## config.mk

```make
export PLATFORM = sky130hd
export DESIGN_NAME = bounce_sprites
export DESIGN_NICKNAME = d
export VERILOG_FILES = /design/src/rtl/bounce_sprites.sv
export SDC_FILE = /design/constraint.sdc
export NUM_CORES = 1
export LEC_CHECK = 0
export CELL_PAD_IN_SITES_DETAIL_PLACEMENT = 1
export CELL_PAD_IN_SITES_GLOBAL_PLACEMENT = 1
export CORE_UTILIZATION = 40
export DETAILED_ROUTE_END_ITERATION = 12
export PLACE_DENSITY_LB_ADDON = 0.08
export SYNTH_ARGS = -nofsm -noshare
export SYNTH_HDL_FRONTEND = slang
export SYNTH_SLANG_ARGS = --single-unit
```

## constraint.sdc

```tcl
create_clock -name clk -period 6.3 [get_ports clk]
set_input_delay 1.26 -clock clk [delete_from_list [all_inputs] [get_ports clk]]
set_output_delay 1.26 -clock clk [all_outputs]
set_load 0.01 [all_outputs]
```

## src/rtl/bounce_sprites.sv

```systemverilog
// bounce_sprites: multi-box bouncing screensaver renderer.
// NUM_BOXES boxes are updated one per clock after each frame_tick. Each box
// reflects off the screen edges and steps its colour (1..7) on every bounce.
// The pixel colour is composited with lowest-index priority and registered.
// Optional macro BOUNCE_SPRITES_OUTLINE_EN: draws the winning box's border
// pixels white.
//
// state  | meaning
// IDLE   | waiting for frame_tick
// UPDATE | updating box idx, one box per cycle
module bounce_sprites #(
  parameter int SCREEN_WIDTH  = 640,
  parameter int SCREEN_HEIGHT = 480,
  parameter int NUM_BOXES     = 4,
  parameter int BOX_WIDTH     = 64,
  parameter int BOX_HEIGHT    = 48,
  parameter int VEL_W         = 4
) (
  input  logic                             clk,
  input  logic                             rst,
  input  logic                             frame_tick,
  input  logic                             visible,
  input  logic [$clog2(SCREEN_WIDTH)-1:0]  position_x,
  input  logic [$clog2(SCREEN_HEIGHT)-1:0] position_y,
  output logic [3:0]                       r,
  output logic [3:0]                       g,
  output logic [3:0]                       b,
  output logic                             busy,
  output logic                             done
);

  localparam int PXW   = $clog2(SCREEN_WIDTH);
  localparam int PYW   = $clog2(SCREEN_HEIGHT);
  localparam int XW    = PXW + 1;
  localparam int YW    = PYW + 1;
  localparam int IDX_W = (NUM_BOXES > 1) ? $clog2(NUM_BOXES) : 1;
  localparam logic signed [XW:0] X_LIM = (XW+1)'(SCREEN_WIDTH - BOX_WIDTH);
  localparam logic signed [YW:0] Y_LIM = (YW+1)'(SCREEN_HEIGHT - BOX_HEIGHT);
  localparam logic [IDX_W-1:0]   LAST  = IDX_W'(NUM_BOXES - 1);

  typedef enum logic {IDLE, UPDATE} state_t;

  state_t                   state_q, state_d;
  logic [IDX_W-1:0]         idx_q, idx_d;
  logic                     done_q, done_d;
  logic [XW-1:0]            x_q [NUM_BOXES];
  logic [XW-1:0]            x_d [NUM_BOXES];
  logic [YW-1:0]            y_q [NUM_BOXES];
  logic [YW-1:0]            y_d [NUM_BOXES];
  logic signed [VEL_W-1:0]  vx_q [NUM_BOXES];
  logic signed [VEL_W-1:0]  vx_d [NUM_BOXES];
  logic signed [VEL_W-1:0]  vy_q [NUM_BOXES];
  logic signed [VEL_W-1:0]  vy_d [NUM_BOXES];
  logic [2:0]               color_q [NUM_BOXES];
  logic [2:0]               color_d [NUM_BOXES];
  logic [3:0]               r_q, r_d, g_q, g_d, b_q, b_d;

  logic signed [XW:0]       tx;
  logic signed [YW:0]       ty;
  logic                     hit_x, hit_y;

  logic [XW-1:0]            px_e;
  logic [YW-1:0]            py_e;
  logic                     found;
  logic [2:0]               win_color;
`ifdef BOUNCE_SPRITES_OUTLINE_EN
  logic                     on_edge;
`endif

  // State, box registers and registered pixel colour.
  always_ff @(posedge clk) begin
    if (rst) begin
      state_q <= IDLE;
      idx_q   <= '0;
      done_q  <= 1'b0;
      r_q     <= 4'h0;
      g_q     <= 4'h0;
      b_q     <= 4'h0;
      for (int i = 0; i < NUM_BOXES; i++) begin
        x_q[i]     <= XW'(i * BOX_WIDTH);
        y_q[i]     <= YW'(i * (BOX_HEIGHT / 2));
        vx_q[i]    <= (i % 2 == 1) ? -VEL_W'(1 + i % 3) : VEL_W'(1 + i % 3);
        vy_q[i]    <= VEL_W'(1);
        color_q[i] <= 3'((i % 7) + 1);
      end
    end else begin
      state_q <= state_d;
      idx_q   <= idx_d;
      done_q  <= done_d;
      r_q     <= r_d;
      g_q     <= g_d;
      b_q     <= b_d;
      x_q     <= x_d;
      y_q     <= y_d;
      vx_q    <= vx_d;
      vy_q    <= vy_d;
      color_q <= color_d;
    end
  end

  // Sweep FSM: one box trajectory/colour update per UPDATE cycle.
  always_comb begin
    state_d = state_q;
    idx_d   = idx_q;
    done_d  = 1'b0;
    x_d     = x_q;
    y_d     = y_q;
    vx_d    = vx_q;
    vy_d    = vy_q;
    color_d = color_q;
    tx      = '0;
    ty      = '0;
    hit_x   = 1'b0;
    hit_y   = 1'b0;
    case (state_q)
      IDLE: begin
        if (frame_tick) begin
          state_d = UPDATE;
          idx_d   = '0;
        end
      end
      UPDATE: begin
        tx = {1'b0, x_q[idx_q]} + {{(XW+1-VEL_W){vx_q[idx_q][VEL_W-1]}}, vx_q[idx_q]};
        ty = {1'b0, y_q[idx_q]} + {{(YW+1-VEL_W){vy_q[idx_q][VEL_W-1]}}, vy_q[idx_q]};
        if (tx[XW]) begin
          x_d[idx_q]  = '0;
          vx_d[idx_q] = -vx_q[idx_q];
          hit_x       = 1'b1;
        end else if (tx > X_LIM) begin
          x_d[idx_q]  = X_LIM[XW-1:0];
          vx_d[idx_q] = -vx_q[idx_q];
          hit_x       = 1'b1;
        end else begin
          x_d[idx_q]  = tx[XW-1:0];
        end
        if (ty[YW]) begin
          y_d[idx_q]  = '0;
          vy_d[idx_q] = -vy_q[idx_q];
          hit_y       = 1'b1;
        end else if (ty > Y_LIM) begin
          y_d[idx_q]  = Y_LIM[YW-1:0];
          vy_d[idx_q] = -vy_q[idx_q];
          hit_y       = 1'b1;
        end else begin
          y_d[idx_q]  = ty[YW-1:0];
        end
        if (hit_x || hit_y)
          color_d[idx_q] = (color_q[idx_q] == 3'd7) ? 3'd1 : color_q[idx_q] + 3'd1;
        if (idx_q == LAST) begin
          state_d = IDLE;
          idx_d   = '0;
          done_d  = 1'b1;
        end else begin
          idx_d   = idx_q + 1'b1;
        end
      end
      default: state_d = IDLE;
    endcase
  end

  // Pixel compositor: lowest-index box covering the pixel sets the colour.
  always_comb begin
    px_e      = {1'b0, position_x};
    py_e      = {1'b0, position_y};
    found     = 1'b0;
    win_color = 3'd0;
    r_d       = 4'h0;
    g_d       = 4'h0;
    b_d       = 4'h0;
`ifdef BOUNCE_SPRITES_OUTLINE_EN
    on_edge   = 1'b0;
`endif
    for (int i = 0; i < NUM_BOXES; i++) begin
      if (!found && px_e >= x_q[i] && px_e < x_q[i] + XW'(BOX_WIDTH) &&
          py_e >= y_q[i] && py_e < y_q[i] + YW'(BOX_HEIGHT)) begin
        found     = 1'b1;
        win_color = color_q[i];
`ifdef BOUNCE_SPRITES_OUTLINE_EN
        on_edge   = (px_e == x_q[i]) || (px_e == x_q[i] + XW'(BOX_WIDTH - 1)) ||
                    (py_e == y_q[i]) || (py_e == y_q[i] + YW'(BOX_HEIGHT - 1));
`endif
      end
    end
    if (visible && found) begin
      r_d = {4{win_color[0]}};
      g_d = {4{win_color[1]}};
      b_d = {4{win_color[2]}};
`ifdef BOUNCE_SPRITES_OUTLINE_EN
      if (on_edge) begin
        r_d = 4'hF;
        g_d = 4'hF;
        b_d = 4'hF;
      end
`endif
    end
  end

  assign r    = r_q;
  assign g    = g_q;
  assign b    = b_q;
  assign busy = (state_q == UPDATE);
  assign done = done_q;

endmodule

```

==> After elaboration in Yosys (flattened, before gate mapping) <==
Index checks and enable logic that the tools add are counted.
{ "word_totals": {"regBits": 135, "input_bits": 23, "output_inout_bits": 14, "wordCells": 162} }
{ "op_classes": {"addsub": 14, "n_lt_le_gt_ge": 20, "n_eq_ne": 3, "muxes": 58, "bitwise": 13, "n_reduce_logical": 28} }
{ "ops": {"columns": ["op", "n"], "rows": [
  ["$mux W44", 2],
  ["$mux W40", 2],
  ["$mux W16", 4],
  ["$add A11 B7 Y11 const B", 4],
  ["$and A44 B44 Y44", 1],
  ["$bwmux W44", 1],
  ["$ge A10 B11 Y1", 4],
  ["$lt A10 B11 Y1", 4],
  ["$not A44 Y44", 1],
  ["$add A10 B6 Y10 const B", 4],
  ["$and A40 B40 Y40", 1],
  ["$bwmux W40", 1],
  ["$ge A9 B10 Y1", 4],
  ["$lt A9 B10 Y1", 4],
  ["$not A40 Y40", 1],
  ["$and A36 B36 Y36", 1],
  ["$not A36 Y36", 1],
  ["$mux W11", 3],
  ["$bwmux W16", 2],
  ["$mux W10", 3],
  ["$and A24 B24 Y24", 1],
  ["$mux W3", 8],
  ["$not A24 Y24", 1],
  ["$bmux W11 S2", 1],
  ["other kinds (35)", 77]
]} }

==> Longest topological paths before layout <==
{ "depth": {"ltp_word": 27, "ltp_mapped": 20, "depth_no_buf": 16} }

==> Worst setup path after synthesis <==
OpenSTA, ideal clock, no wires.
{ "synth_path": {"kind": "reg-to-reg", "startpoint": "reg idx_q[1]", "endpoint": "reg vy_q[8] in the netlist's numbering", "setup_time_ns": 0.120, "arrival_ns": 4.832, "required_ns": 6.180, "setup_slack_ns": 1.348, "path_stages_with_launch": 20, "path_buffers": 6, "period_less_slack_ns": 4.952, "cell_sequence": "dfxtp_1 clkbuf_1 buf_1 clkbuf_1 clkbuf_1 mux4_2 ha_1 inv_1 fa_1 nor2b_4 o31a_1 o41a_1 a211o_1 a41o_1 or2_1 buf_6 buf_6 nand2_4 nor2_1 a211o_1"} }
{ "synth_via": {"elab_chain_len": 8, "elab_cells_between_ends": 20, "cone_classes": "add/sub: 2; order compare: 3; mux: 11; bitwise: 1; reduce/logical: 3"} }
{ "synth_lines": {"columns": ["element", "line_no", "text"], "rows": [
  ["start, declared", "44", "logic [IDX_W-1:0] idx_q, idx_d;"],
  ["start signal, assigned", "88", "idx_q <= idx_d;"],
  ["$not A2 Y3 (not written as such) *", "124, 138, 142", null],
  ["$bmux W10 S2, or another cell as far along", "124", "ty = {1'b0, y_q[idx_q]} + {{(YW+1-VEL_W){vy_q[idx_q][VEL_W-1]}}, vy_q[idx_q]};"],
  ["$mux W10 (not written as such), or another cell as far along (2 in series)", "124", null],
  ["$add A10 B11 Y11, or another cell as far along", "124", null],
  ["$gt A11 B10 Y1 or $bwmux W16 (tied branches)", "140, 138, 142", null],
  ["$reduce_bool A2 Y1 (no line) or $mux W16 (tied branches)", null, null],
  ["$reduce_and A2 Y1 (no line) or $mux W16 (tied branches)", null, null],
  ["end signal, assigned", "96", "vy_q <= vy_d;"],
  ["end, declared", "52", "logic signed [VEL_W-1:0] vy_q [NUM_BOXES];"]
]} }
Every way passes the cells marked *; elsewhere a longest branch is shown, timed or not. The select of a mux whose other input is x is not followed.
A chain may end at the register's enable or synchronous reset.

==> Worst setup path after layout <==
{ "layout_path": {"startpoint": "reg idx_q[0]", "endpoint": "reg vy_q[4] in the netlist's numbering"} }
The elaborated chain is that of the path after synthesis.

==> impl_metrics.csv <==
group,metric,value,unit
outcome,status,"completed",
global_route,first_global_vias,9310,
floorplan,die_h,162.1,µm
logic_synthesis,ys_ff_latch,135,
sta,finalCritPeriodShare,75.65,%
critical_path,path_class,"reg -> reg",
power,vdd_ir_drop_max,0.1404,mV
sta,setup_viol,0,
clocking,cts.clk_slew.worst_paths,0.06,ns
critical_path,crit_start,"idx_q[0]",
route,wl,31290,µm
logic_synthesis,netlist_instances,1214,
clocking,root_buffer,"clkbuf_16",
sta,clock.fmax,209.8,MHz
critical_path,arrival,5.08,ns
global_route,grt_pass1_wl,50210,µm
route,drtIter0Drc,455,
floorplan,die-area,26270,µm²
route,drtPass1Iterations,4,
finish,final_nets,1397,
power,finalPower,2.453,mW
sta,tns,0,ns
finish,drive_above_1_share,8.414,%
logic_synthesis,ys_types,74,
route,avgRoutedWirePerCell,19.98,µm
placement,io_buffers,36,
critical_path,endpoint_kind,"flip-flop",
global_route,grt_max_degree,100,
critical_path,cp_max_fo,20,
sta,tightest_slew,1.062,ns
placement,pre_cts_ws,1.506,ns
clocking,cts_setup_buffers,0,
sta,clock-skew-final,0.01314,ns
floorplan,die_w,162.1,µm
sta,fin_crit,4.766,ns
global_route,grt.overflow.total,0,
route,viasPerCell,5.679,
route,ant_nets,0,
power,leakagePower,4.601,nW
critical_path,rr_endpoint,"vy_q[4]",
finish,syn2layout_area_growth,11.59,%
power,p_per_area,214.5,nW/µm²
global_route,antenna_found_initial,2,
clocking,cts_tree,"built",
sta,maxSlewHeadroom,29.20,%
job,drv_cap,0,
clocking,cts_hold_buf,0,
route,drc,0,
sta,finalHoldViolations,0,
clocking,post_cts_resized,0,
floorplan,rows,58,
sta,timing.final.ws_setup,1.534,ns
critical_path,cp-endpoint,"vy_q[4]",
route,vias,8894,
logic_synthesis,synth_top_area_share,26.37,%
logic_synthesis,synthFlopType,"dfxtp_1",
worst_hold_path,hold_class,"reg -> reg",
logic_synthesis,synth_area_leaders,"dfxtp_1 26%, ha_1 18%, mux4_2 6.8%",
placement,routabilityCongestion,0.8248,
global_route,grt_usage,24.86,%
floorplan,ios,37,
floorplan,start_util,40.70,%
clocking,cts_buffer_depth,2,
logic_synthesis,yosysSeqAreaShare,26.37,%
finish,diodes,0,
clocking,htreeDepth,4,
logic_synthesis,syn-mean-instance-area,8.442,µm²
clocking,clock-sinks,135,
floorplan,core,25180,µm²
placement,dp_hpwl,24000,µm
logic_synthesis,synth_edf_count,0,
clocking,worstSkewPairLatency,0.42,ns
sta,rsz0062_at_grt,"false",
logic_synthesis,syn_nets,1388,
clocking,cts_buffers,17,
logic_synthesis,synthArstFlopShare,0,%
critical_path,r2r_start,"idx_q[0]",
logic_synthesis,syn_area,10250,µm²
critical_path,cp.required,6.61,ns
critical_path,crit_path_start_kind,"flip-flop",
logic_synthesis,ys_warn_count,0,
critical_path,r2r_setup_slack,1.53,ns
logic_synthesis,synth.largest_area_cell,"dfxtp_1",
sta,maxSlewViolCount,0,
critical_path,r2r_cells,15,
## cell usage in the layout, fill, tap and decap left out, types with 8 or more instances in the layout
cell	n
nor2_1	95
clkdlybuf4s50_1	35
nor3b_1	9
nand2b_1	15
dfxtp_1	133
clkbuf_16	17
xnor2_1	28
a21o_1	14
buf_4	12
nor2b_1	8
o21a_1	13
ha_1	149
a211oi_1	12
xor2_1	11
mux2i_1	23
a21oi_1	125
nand3_1	24
o21ai_0	44
a211o_1	16
nor3_1	26
and2_1	10
nand2_1	155
inv_1	94
mux4_2	31
## final cells by class
type | count | area (µm²)
fill | 2950 | 13750
tap | 330 | 412.9
clock buffer | 17 | 425.4
sequential | 135 | 2705
clock inverter | 15 | 167.7
timing repair buffer | 48 | 460.4
inverter | 94 | 352.8
multi-input combinational | 927 | 6912
## registers in the layout, summed over array words and instances (netlist names)
signal / cells
idx_q: 2
g: 1
y_q: 40
b: 1
vy_q: 16
done: 1
busy: 1
x_q: 44
r: 1
color_q: 12
vx_q: 16
## how the worst min path moves through the flow
stage / cells past startpoint / end / start / slack, ns
after floorplan: 1 / vy_q[0] / vy_q[0] / 0.43
after global placement: 1 / vy_q[0] / vy_q[0] / 0.44
after detailed placement: 1 / vy_q[0] / vy_q[0] / 0.45
after CTS: 1 / vy_q[0] / vy_q[0] / 0.47
after global routing: 2 / x_q[16] / x_q[16] / 0.49
final: 1 / vy_q[4] / vy_q[4] / 0.47
## synth_stat cells (16+ instances only)
cell type  instances
nor2_1            95
mux4_2            31
dfxtp_1          135
nand3_1           24
inv_1             94
a21oi_1          125
mux2i_1           23
nand2_1          155
clkbuf_1          36
nor3_1            26
xnor2_1           28
a211o_1           16
o21ai_0           44
ha_1             149
## per-stage QoR
step                std cells  area [µm²]  utilization, %  hold WS, ns
floorplan                1214       10250               -       0.4296
global placement         1534       10840           43.06       0.4447
detailed placement       1534       10840           43.06       0.4478
CTS                      1566       11440           45.41       0.4687
global route             1566       11440           45.41       0.4936
finish                   1566       11440           45.41       0.4724
## cell families (layout without fill, tap and decap cells)
kind of cell	Yosys count	count (layout)	synth area share (%)
mux	56	56	9.278
xor+xnor	39	39	3.333
buf+inv	152	174	6.190
simple gates	388	388	17.59
flops	135	135	26.37
compound gates	293	293	18.65
fa+ha+maj	151	151	18.58
## critical path: stages, from the launching register on
cell     delay, ns
dfxtp_2       0.87
inv_1         0.21
o21ai_1       0.41
inv_1         0.13
ha_1          0.27
inv_1         0.08
fa_1          0.26
nor2b_4       0.07
o31a_1        0.27
o41a_1        0.38
o41ai_2       0.25
xnor2_1       0.34
or2_1         0.40
buf_4         0.30
nand2_4       0.10
a211o_1       0.31
## metal layers
metal / global-route usage (%) / up-vias / routed length, µm
met5: 0 / - / 27
li1: - / 4345 / -
met1: 33.79 / 4377 / 15370
met2: 40.85 / 138 / 14200
met4: 6.904 / 4 / 489
met3: 3.626 / 30 / 1206
## power breakdown
| part | switching, mW | total [mW] | leakage [nW] | internal, mW |
|---|---|---|---|---|
| clock | 0.417 | 1.01 | 0.284 | 0.592 |
| combinational | 0.322 | 0.539 | 3.23 | 0.217 |
| sequential | 0.0319 | 0.905 | 1.09 | 0.873 |
| total | 0.771 | 2.45 | 4.60 | 1.68 |
(Power assumes the default switching activity.)
